--- config.mk ---
export PLATFORM = sky130hd
export DESIGN_NAME = rdata_router
export DESIGN_NICKNAME = d
export VERILOG_FILES = /design/src/rtl/rdata_router.sv
export SDC_FILE = /design/constraint.sdc
export NUM_CORES = 1
export LEC_CHECK = 0
export BUFFER_PORTS_ARGS = -buffer_cell sky130_fd_sc_hd__buf_4
export CELL_PAD_IN_SITES_DETAIL_PLACEMENT = 0
export CELL_PAD_IN_SITES_GLOBAL_PLACEMENT = 1
export CORE_MARGIN = 3
export CORE_UTILIZATION = 35
export CTS_BUF_LIST = sky130_fd_sc_hd__clkbuf_4 sky130_fd_sc_hd__clkbuf_8
export DETAILED_ROUTE_END_ITERATION = 6
export PLACE_DENSITY = 0.81
export SLEW_MARGIN = 40
export SYNTH_ARGS = -nofsm -noshare
export SYNTH_HDL_FRONTEND = slang
export SYNTH_SLANG_ARGS = --single-unit
--- constraint.sdc ---
create_clock -name clk -period 2 [get_ports clk]
set_input_delay 0.4 -clock clk [delete_from_list [all_inputs] [get_ports clk]]
set_output_delay 0.4 -clock clk [all_outputs]
set_load 0.005 [all_outputs]
--- src/rtl/rdata_router.sv ---
// rdata_router
//   Per-slave read-data return router. Every accepted read request pushes
//   the requesting master's index into an in-order tag FIFO. Every returning
//   rdata beat pops the head tag, and the beat is latched into that master's
//   output register with a one-cycle data_read pulse on the next edge.
//
// Ports
//   clk          clock, rising edge
//   rst_n        synchronous active-low reset
//   ack_valid    slave accepted a request this cycle
//   ack_cmd      command of the accepted request (0 read, 1 write)
//   ack_master   index of the master whose request was accepted
//   rdata_valid  rdata_in carries a read beat this cycle
//   rdata_in     read data from the slave
//   rdata        per-master latched read data, master i at [i*DW +: DW]
//   data_read    one-cycle pulse per master: its rdata was just updated
//   pending      outstanding reads (FIFO occupancy)
//   full         pending == DEPTH
//   empty        pending == 0
//   err_ovf      sticky: a read ack was dropped because the FIFO was full
//   err_unexp    sticky: rdata_valid arrived while the FIFO was empty
module rdata_router #(
  parameter int N_MASTERS = 2,
  parameter int DW        = 32,
  parameter int DEPTH     = 4,
  localparam int MW       = $clog2(N_MASTERS),
  localparam int CW       = $clog2(DEPTH) + 1
) (
  input  logic                    clk,
  input  logic                    rst_n,
  input  logic                    ack_valid,
  input  logic                    ack_cmd,
  input  logic [MW-1:0]           ack_master,
  input  logic                    rdata_valid,
  input  logic [DW-1:0]           rdata_in,
  output logic [N_MASTERS*DW-1:0] rdata,
  output logic [N_MASTERS-1:0]    data_read,
  output logic [CW-1:0]           pending,
  output logic                    full,
  output logic                    empty,
  output logic                    err_ovf,
  output logic                    err_unexp
);

  localparam int PW = $clog2(DEPTH);

  logic [MW-1:0]           tag_mem [DEPTH];
  logic [PW-1:0]           wr_ptr;
  logic [PW-1:0]           rd_ptr;
  logic [CW-1:0]           count;

  logic                    rd_ack_p0;
  logic                    push_p0;
  logic                    pop_p0;
  logic [MW-1:0]           head_p0;

  logic [N_MASTERS*DW-1:0] rdata_p1;
  logic [N_MASTERS-1:0]    vld_p1;
  logic                    err_ovf_q;
  logic                    err_unexp_q;

  // ---- stage p0: FIFO control decisions from the current inputs ----
  assign full      = (count == CW'(DEPTH));
  assign empty     = (count == '0);
  assign rd_ack_p0 = ack_valid & ~ack_cmd;
  // Pop decisions see pre-push state: there is no empty-FIFO bypass.
  assign pop_p0    = rdata_valid & ~empty;
  // A simultaneous pop frees a slot, so a read ack is accepted even when full.
  assign push_p0   = rd_ack_p0 & (~full | pop_p0);
  assign head_p0   = tag_mem[rd_ptr];

  // Tag storage carries no reset; validity is tracked by the pointers/count.
  always_ff @(posedge clk) begin
    if (push_p0) begin
      tag_mem[wr_ptr] <= ack_master;
    end
  end

  always_ff @(posedge clk) begin
    if (!rst_n) begin
      wr_ptr      <= '0;
      rd_ptr      <= '0;
      count       <= '0;
      err_ovf_q   <= 1'b0;
      err_unexp_q <= 1'b0;
    end else begin
      if (push_p0) begin
        wr_ptr <= wr_ptr + PW'(1);
      end
      if (pop_p0) begin
        rd_ptr <= rd_ptr + PW'(1);
      end
      count <= count + CW'(push_p0) - CW'(pop_p0);
      if (rd_ack_p0 && !push_p0) begin
        err_ovf_q <= 1'b1;
      end
      if (rdata_valid && empty) begin
        err_unexp_q <= 1'b1;
      end
    end
  end

  // ---- stage p1: steer the popped beat into the head master's register ----
  // A head tag outside 0..N_MASTERS-1 matches no port, so its beat is consumed
  // without touching any master.
  always_ff @(posedge clk) begin
    if (!rst_n) begin
      rdata_p1 <= '0;
      vld_p1   <= '0;
    end else begin
      vld_p1 <= '0;
      if (pop_p0) begin
        for (int i = 0; i < N_MASTERS; i++) begin
          if (head_p0 == MW'(i)) begin
            rdata_p1[i*DW +: DW] <= rdata_in;
            vld_p1[i]            <= 1'b1;
          end
        end
      end
    end
  end

  assign rdata     = rdata_p1;
  assign data_read = vld_p1;
  assign pending   = count;
  assign err_ovf   = err_ovf_q;
  assign err_unexp = err_unexp_q;

endmodule

==> metrics.yaml, run 1 <==
outcome: "finished, final reports clean"
cts_root_buf: "clkbuf_8"
cts_tree: "done"
avgSynthCellArea_um2: 10.3
cp_num_buf_inv: 1
grt_pass1_wl_um: 11500
globalplace.congestion: 0.804
yosysWarnings: 0
syn_inst: 314
fmax_ghz: 0.512
crit_fanout: 4
numCtsBuffers: 9
antenna_cells: 0
fin_cells: 543
power_density_nw_per_um2: 1120
hold_slack_ns: 0.252
postRouteAntennaNets: 0
synth_edf_count: 4
arrival_ns: 2.21
synth_top_cell_by_area: "dfxtp_1"
max_cap_violations: 0
crit_type: "reg2reg"
grt_pass1_vias: 2419
final.fill_count: 817
avgViaCountPerCell: 4.67
leakage_nw: 2.12
critical-path-slowest-cell: "fa_2"
rows: 34
antenna_found_initial: 0
register_area_um2: 1670
post-route-period-util_pct: 97.7
min_period_ns: 1.95
tightestPinTransition_ns: 0.487
grt_remaining_overflow: 0
drc: 0
start_util_pct: 36.5
synth-async-reset-ratio_pct: 0
max-slew-margin-rel_pct: 67.1
grt_max_degree: 46
synth_top_area_share_pct: 47.7
post-route-util_pct: 50.0
hpwl_um: 5260
vias: 2535
cp_top_family: "adder cells"
hold_viol: 0
dp.cells: 526
ys_seq_area_share_pct: 51.5
clock_latency_ns: 0.35
drt-initial-drc-count: 64
ys_ff_latch: 81
crit_chain: "o31ai_4, nand3_2, o21ai_2, ha_2, inv_2, fa_2, xor2_1, and2_1, nor3_1"
fin_skew_ns: 0.0128
setup_viol: 0
fp.dieH_um: 102
cp-end-kind: "flip-flop"
peakVddDrop_mv: 0.563
multiInputGateArea_um2: 1400
synthMostInstantiatedCell: "nand2_1"
core_um2: 8850
ioPinCount: 111
die_w_um: 102
synth_ff_type: "dfxtp_1"
wirelength_um: 7280
clock-sinks: 81
syn-cell-area_um2: 3230
synth_common_cells: "nand2_1 (96), dfxtp_1 (77), mux2i_1 (64)"
h-tree-depth: 3
hold_class: "in2reg"
nets: 474
slew_viol_final: 0
syn_to_final_growth_pct: 37.1
rsz0062_at_grt: "true"
totalPowerFinal_w: 0.00497
die_area_um2: 10400
path_clk_slew_ns: 0.09
numPortBuffers: 110
yosysUniqueCellTypes: 36
yosys-top-cells-area: "dfxtp_1 (48%), mux2i_1 (20%), nand2_1 (11%), edfxtp_1 (3.7%), ha_1 (1.9%)"
slowest_delay_ns: 0.37
cts_buffer_depth: 2
drive_gt1_share_pct: 35.9
crit_path_start_kind: "flip-flop"
drtPass1Iterations: 4
postSynthNetCount: 358
detail_route.wl_per_cell_um: 13.4
grt_use_total_pct: 14.0
cp_data_required_time_ns: 2.26
## sequential cells by signal, summed over array words and instances (netlist names), named ones only
register   flops
err_unexp      1
data_read      2
rdata         64
err_ovf        1
wr_ptr         2
rd_ptr         2
tag_mem        4
pending        3
## area by class of cell
| class | count | area share, % |
|---|---|---|
| inverters | 4 | 0.339 |
| flip-flops and latches | 81 | 37.7 |
| repair buffers | 126 | 22.5 |
| clock inverters | 6 | 1.89 |
| well taps | 108 | 3.05 |
| clock buffers | 10 | 2.97 |
| multi-input cells | 208 | 31.6 |
## final timing paths
| check | depth (start not counted) | slack [ns] | from | end |
|---|---|---|---|---|
| worst max register to register | 9 | 0.05 | pending[2] | pending[2] |
| worst min register to register | 2 | 0.46 | rdata[16] | rdata[16] |
| worst max-delay path | 9 | 0.05 | pending[2] | pending[2] |
| worst min-delay path | 1 | 0.25 | ack_master | tag_mem[0] |
## report_power, final
group          internal (W)  total (W)  switching [W]
Sequential          0.00193    0.00211       0.000184
Combinational      0.000887    0.00157       0.000682
Clock              0.000713    0.00129       0.000580
## per-layer routing
metal	global-route usage, %	vias to the layer above	wire, um
met5	0	-	0
met3	4.57	6	497
met1	18.0	1182	3370
li1	-	1271	-
met2	22.8	76	3370
met4	3.33	0	48
## cell usage in the layout, fill, tap and decap left out, drive strengths merged, types with 2 or more instances in the layout
master	count
o21ai	3
mux2i	64
and3	5
a21oi	4
nor3	3
edfxtp	4
bufinv	2
dfxtp	77
clkinv	5
xor2	2
buf	126
inv	3
and2	2
nor2	9
ha	5
nand3	3
nand2	97
clkbuf	10
## worst register-to-register path: stages, from the launching register on
cell	delay (ns)
dfxtp_2	0.36
o31ai_4	0.30
nand3_2	0.11
o21ai_2	0.08
ha_2	0.19
inv_2	0.04
fa_2	0.37
xor2_1	0.17
and2_1	0.15
nor3_1	0.11
## stage by stage
stage | area [um2] | setup slack (ns) | setup TNS, ns
global placement | 4190 | -0.0997 | -0.112
detailed placement | 4190 | -0.152 | -0.218
global route | 4430 | -0.0464 | -0.0464
floorplan | 3250 | -0.0799 | -0.0799
finish | 4430 | 0.0458 | 0
CTS | 4400 | 0.0109 | 0
## timing repair
action                                  CTS  global route
gates resized for setup                   1             5
hold buffers                              0             0
gates cloned                              0             0
endpoints found under the setup margin    1             1
setup buffers                             0             1
pin swaps                                 0             3
## cells by family (layout without fill, tap and decap cells)
logic type / count (synthesis) / after routing / share of synthesized area, %
AO/OA/AOI/OAI: 10 / 10 / 2.29
multiplexers: 65 / 65 / 20.5
buffers and inverters: 25 / 146 / 5.77
adder cells (fa/ha/maj): 6 / 6 / 2.56
flip-flops: 81 / 81 / 51.5
AND/OR/NAND/NOR: 124 / 124 / 16.6
XOR/XNOR: 3 / 3 / 0.814
(Power assumes the default switching activity.)
==> run 2, diff against run 1 <==
Settings changed: CORE_ASPECT_RATIO from default to 0.6.
==> metrics.yaml, run 2 (same netlist as run 1, synthesis figures left out) <==
grt.met2_usage_pct: 20.8  # -2.1 points
postRouteAntennaNets: 0  # unchanged
grt_use_total_pct: 15.2  # +1.2 points
final.fill_count: 833  # +2.0%
leakage_nw: 2.10  # -0.74%
min_period_ns: 1.91  # -0.0392 ns
drive_gt1_share_pct: 35.6  # -0.30 points
grt.met3_usage_pct: 7.91  # +3.3 points
final_cell_mix: "buf_4 (120), nand2_1 (96), dfxtp_1 (75)"
vias: 2474  # -2.4%
grt_remaining_overflow: 0  # unchanged
post-route-period-util_pct: 95.7  # -2.0 points
seqPwrFrac_pct: 42.1  # -0.3 points
max-slew-margin-rel_pct: 62.2  # -4.9 points
nets: 472  # -0.42%
core_um2: 8750  # -1.1%
cts_hold_buf: 0  # unchanged
grt_max_degree: 55  # +20%
combinationalPowerShare_pct: 31.6  # about the same
globalplace.congestion: 0.771  # -4.1%
start_util_pct: 36.9  # +0.41 points
grt_pass1_wl_um: 12100  # +5.6%
ioPinCount: 111  # unchanged
switchingPower_w: 0.00146  # +0.95%
grt_pass1_vias: 2405  # -0.58%
use_met1_pct: 21.0  # +3.0 points
outcome: "finished, final reports clean"
p_sw_share_pct: 29.4  # +0.28 points
wirelength_um: 7510  # +3.2%
cts_tree: "done"
final_cell_area_um2: 4430  # about the same
slowest_delay_ns: 0.55  # +0.18 ns
crit_fanout: 3  # -1
power_density_nw_per_um2: 1120  # about the same
grt-busiest-layer: "met1"
numPortBuffers: 110  # unchanged
r2r_slack_ns: 0.09  # +0.04 ns
drt-initial-drc-count: 148  # +130%
syn_to_final_growth_pct: 37.2  # about the same
antenna_cells: 0  # unchanged
fin_cells: 545  # +0.37%
die_w_um: 130  # +27%
drtPass1Iterations: 4  # unchanged
hold_viol: 0  # unchanged
hpwl_um: 5430  # +3.3%
dp.cells: 528  # +0.38%
largest_reg_flops: 64  # unchanged
cp-end-kind: "flip-flop"
setup_tns_ns: 0  # unchanged
rows: 26  # -24%
crit_path_start_kind: "flip-flop"
cp_top_family: "simple AND/OR/NAND/NOR gates"
fmax_ghz: 0.522  # +2.0%
peakVddDrop_mv: 0.435  # -23%
critical-path-slowest-cell: "or4b_1"
fp.dieH_um: 80.4  # -21%
internal_power_w: 0.00351  # -0.42%
fin_skew_ns: 0.0125  # -0.000276 ns
max_cap_violations: 0  # unchanged
cts_root_buf: "clkbuf_8"
tightestPinTransition_ns: 0.560  # +0.0724 ns
slew_viol_final: 0  # unchanged
antenna_found_initial: 0  # unchanged
cts_buffer_depth: 2  # unchanged
crit_chain: "or4b_1, nand3_2, o21ai_2, ha_2, inv_2, fa_2, xor2_2, and2_1, nor3_2"
clock_latency_ns: 0.35  # about the same
dpl_cell_area_um2: 4180  # -0.24%
detail_route.wl_per_cell_um: 13.8  # +2.8%
drc: 0  # unchanged
clock-sinks: 81  # unchanged
rsz0062_at_grt: "true"
avgViaCountPerCell: 4.54  # -2.8%
final_common_cell: "buf_4"
crit_type: "reg2reg"
die_area_um2: 10500  # +0.36%
clkPwrFrac_pct: 26.2  # +0.2 points
setup_viol: 0  # unchanged
arrival_ns: 2.16  # -0.05 ns
cp_num_buf_inv: 1  # unchanged
h-tree-depth: 3  # unchanged
hold_class: "in2reg"
numCtsBuffers: 9  # unchanged
cp_data_required_time_ns: 2.24  # -0.02 ns
path_clk_slew_ns: 0.09  # about the same
run 2: power groups by stage:
stage | registers (W) | clock network, W | logic (W)
CTS | 0.00209 | 0.00135 | 0.00156
detailed placement | 0.00213 | 0 | 0.00155
global placement | 0.00212 | 0 | 0.00153
global route | 0.00214 | 0.00142 | 0.00172
finish | 0.00210 | 0.00130 | 0.00157
floorplan | 0.00213 | 0 | 0.000890
run 2: what timing repair did:
item / CTS / global route
setup endpoints to repair: 0 / 2
resized for setup: 0 / 6
hold endpoints to repair: 0 / 0
setup buffers: 0 / 1
run 2: final timing paths:
kind               from  depth (start not counted)          to
max          pending[0]                          9  pending[2]
min          ack_master                          1  tag_mem[0]
max reg2reg  pending[0]                          9  pending[2]
min reg2reg   rdata[32]                          2   rdata[32]
run 2: per-stage QoR:
stage / hold WS, ns / worst slack (ns) / power (W) / utilization, %
CTS: 0.240 / 0.00598 / 0.00500 / 50.2
detailed placement: 0.449 / -0.156 / 0.00368 / 47.7
finish: 0.261 / 0.0850 / 0.00497 / 50.6
floorplan: 0.451 / -0.0799 / 0.00302 / -
global placement: 0.444 / -0.122 / 0.00365 / 47.7
global route: 0.234 / -0.0108 / 0.00528 / 50.6
run 2: routing by layer:
metal / routed length (um) / up-vias / part of all wire, %
met5: 0 / - / 0
met4: 54 / 0 / 0.72
met3: 768 / 7 / 10
met2: 2990 / 82 / 40
met1: 3700 / 1127 / 49
li1: - / 1258 / -
run 2: area by class of cell:
class,instances,area [um2],area share (%)
Clock buffer,11,139,3.14
Tap cell,112,140,3.16
Timing Repair Buffer,124,981,22.1
Sequential cell,81,1670,37.6
Multi-Input combinational cell,208,1410,31.8
Inverter,4,15.0,0.339
Clock inverter,5,80.1,1.81
==> run 3, diff against run 2 <==
Settings changed: ABC_AREA from default to 1, CELL_PAD_IN_SITES_DETAIL_PLACEMENT 0 to default, CELL_PAD_IN_SITES_GLOBAL_PLACEMENT 1 to default, CORE_UTILIZATION 35 to 48, PLACE_DENSITY 0.81 to 0.82.
==> metrics.yaml, run 3 <==
outcome: "finished, final reports clean"
worstReg2RegEnd: "pending[2]"
grt_pass1_wl_um: 13500  # +12%
fin_skew_ns: 0.00360  # -0.00888 ns
worst_slack_ns: 0.179  # +0.0940 ns
core_um2: 6880  # -21%
dpl_cell_area_um2: 4360  # +4.4%
hold_class: "in2reg"
crit_cells: 9  # unchanged
max-slew-margin-rel_pct: 70.7  # +8.6 points
synth_edf_count: 4  # unchanged
postRouteAntennaNets: 0  # unchanged
die_w_um: 116  # -10%
final.fill_count: 609  # -27%
nets: 622  # +32%
fmax_ghz: 0.549  # +5.2%
antenna_cells: 0  # unchanged
grt_pass1_vias: 3010  # +25%
crit_fanout: 8  # +5
path_clk_slew_ns: 0.08  # about the same
crit_chain: "inv_1, nand2_2, nand2_4, o21ai_0, ha_1, inv_1, fa_1, o21ai_1, a21oi_1"
syn_inst: 480  # +53%
grt_max_degree: 56  # +1.8%
ioPinCount: 111  # unchanged
antenna_found_initial: 0  # unchanged
postSynthNetCount: 524  # +46%
grt_remaining_overflow: 0  # unchanged
cp_top_family: "adder cells"
synth_ff_type: "dfxtp_1"
cts_tree: "done"
largest_reg_flops: 64  # unchanged
cts_setup_buffers: 0  # unchanged
final_cell_area_um2: 4630  # +4.4%
synth_top_area_share_pct: 43.9  # -3.8 points
drive_gt1_share_pct: 26.4  # -9.2 points
synth_common_cells: "nor2_1 (111), nand2_1 (79), dfxtp_1 (77)"
avgSynthCellArea_um2: 7.31  # -29%
syn_to_final_growth_pct: 31.8
hold_viol: 0  # unchanged
vias: 3278  # +32%
final_cell_mix: "buf_4 (114), nor2_1 (111), nand2_1 (79)"
rows: 23  # -12%
drtPass1Iterations: 6  # +2
clock-sinks: 81  # unchanged
pre_cts_ws_ns: -0.0119  # +0.144 ns
worstReg2RegStart: "pending[2]"
fin_cells: 670  # +23%
crit_start: "pending[2]"
cp_common_cell: "inv_1"
arrival_ns: 2.06  # -0.10 ns
die_area_um2: 8410  # -20%
dp.cells: 654  # +24%
start_util_pct: 51.0  # +14 points
detail_route.wl_per_cell_um: 12.6  # -8.4%
crit_type: "reg2reg"
setup_viol: 0  # unchanged
avgViaCountPerCell: 4.89  # +7.8%
numPortBuffers: 110  # unchanged
clock_latency_ns: 0.35  # about the same
cts_root_buf: "clkbuf_8"
fp.dieH_um: 72.2  # -10%
critical-path-slowest-cell: "dfxtp_1"
final_common_cell: "buf_4"
synth-async-reset-ratio_pct: 0  # unchanged
synth_top_cell_by_area: "dfxtp_1"
yosysWarnings: 0  # unchanged
min_period_ns: 1.82  # -0.0940 ns
rsz0062_at_grt: "false"
numCtsBuffers: 9  # unchanged
cp-end-kind: "flip-flop"
slowest_delay_ns: 0.38  # -0.17 ns
cts_buffer_depth: 2  # unchanged
globalplace.congestion: 0.874  # +13%
hold_start: "ack_master"
crit_path_start_kind: "flip-flop"
cts_hold_buf: 0  # unchanged
ys_seq_area_share_pct: 47.3  # -4.1 points
cp_data_required_time_ns: 2.24  # about the same
r2r_slack_ns: 0.18  # +0.09 ns
hpwl_um: 5940  # +9.3%
yosysUniqueCellTypes: 28  # -22%
syn-cell-area_um2: 3510  # +8.7%
drc: 0  # unchanged
wirelength_um: 8460  # +13%
tightestPinTransition_ns: 0.438  # -0.122 ns
grt_use_total_pct: 20.6  # +5.4 points
hold_slack_ns: 0.259  # -0.00125 ns
ff2ff_path_depth: 9  # unchanged
ys_ff_latch: 81  # unchanged
peakVddDrop_mv: 0.698  # +60%
max_cap_violations: 0  # unchanged
endpoint: "pending[2]"
synthMostInstantiatedCell: "nor2_1"
h-tree-depth: 3  # unchanged
slew_viol_final: 0  # unchanged
leakage_nw: 2.30  # +9.2%
setup_tns_ns: 0  # unchanged
power_density_nw_per_um2: 1390  # +24%
yosys-top-cells-area: "dfxtp_1 (44%), nor2_1 (12%), nand3_1 (9.6%), nand2_1 (8.4%), inv_1 (5.2%)"
cp_num_buf_inv: 2  # +1
post-route-period-util_pct: 91.1  # -4.7 points
drt-initial-drc-count: 294  # +99%
## run 3: cell count changes after synthesis, moves of 9 or more
cell      change
buf_2        +15
mux2i_1      -64
nor2_1      +103
a21oi_1      +23
nand2_1      -17
clkbuf_1      -9
nand3_1      +64
inv_1        +46
a21oi_2       +9
## run 3: metal layers
| metal | global-route usage, % | vias up | wire length (um) |
|---|---|---|---|
| met1 | 25.8 | 1477 | 3880 |
| met4 | 6.95 | 0 | 59 |
| met5 | 0 | - | 0 |
| met2 | 32.4 | 107 | 3870 |
| li1 | - | 1686 | - |
| met3 | 8.17 | 8 | 658 |
## run 3: through the flow
| stage | total power [W] | utilization (%) |
|---|---|---|
| 2_1_floorplan | 0.00394 | - |
| 3_3_place_gp | 0.00484 | 63.4 |
| 3_5_place_dp | 0.00494 | 63.4 |
| 4_1_cts | 0.00649 | 67.2 |
| 5_1_grt | 0.00690 | 67.3 |
| 6_report | 0.00643 | 67.3 |
## run 3: cells by family (layout without fill, tap and decap cells)
family | after synthesis | in the layout | synth area share, %
AOI/OAI and AO/OA | 42 | 42 | 7.02
adders and majority gates | 6 | 6 | 2.35
buffers and inverters | 82 | 185 | 10.9
xor gates and xnor gates | 1 | 1 | 0.250
and+or+nand+nor | 268 | 268 | 32.1
DFF | 81 | 81 | 47.3
## run 3: how the worst min path moves through the flow
stage | slack, ns | endpoint | cells past startpoint
floorplan | 0.46 | flip-flop | 1
global placement | 0.45 | err_unexp | 1
detailed placement | 0.47 | err_ovf | 2
CTS | 0.23 | tag_mem[3] | 1
global route | 0.24 | tag_mem[3] | 1
finish | 0.26 | tag_mem[3] | 1
## run 3: what timing repair did
action,4_1_cts,5_1_grt
endpoints found under the hold margin,0,0
gates resized for setup,0,2
setup endpoints to repair,0,1
## run 3: cell type report
class                      count  area [um2]  area share [%]
inverter                      51         191            4.14
tap                           87         109            2.35
sequential                    81        1660            35.9
clock inverter                 6         130            2.81
timing repair buffer         118         936            20.2
clock buffer                  10         131            2.84
multi-input combinational    317        1470            31.7
## run 3: report_power, final
part / internal (W) / total, W / switching (W) / leakage, nW
logic: 0.00116 / 0.00252 / 0.00135 / 1.50
clock network: 0.000965 / 0.00154 / 0.000576 / 0.134
registers: 0.00208 / 0.00237 / 0.000291 / 0.667
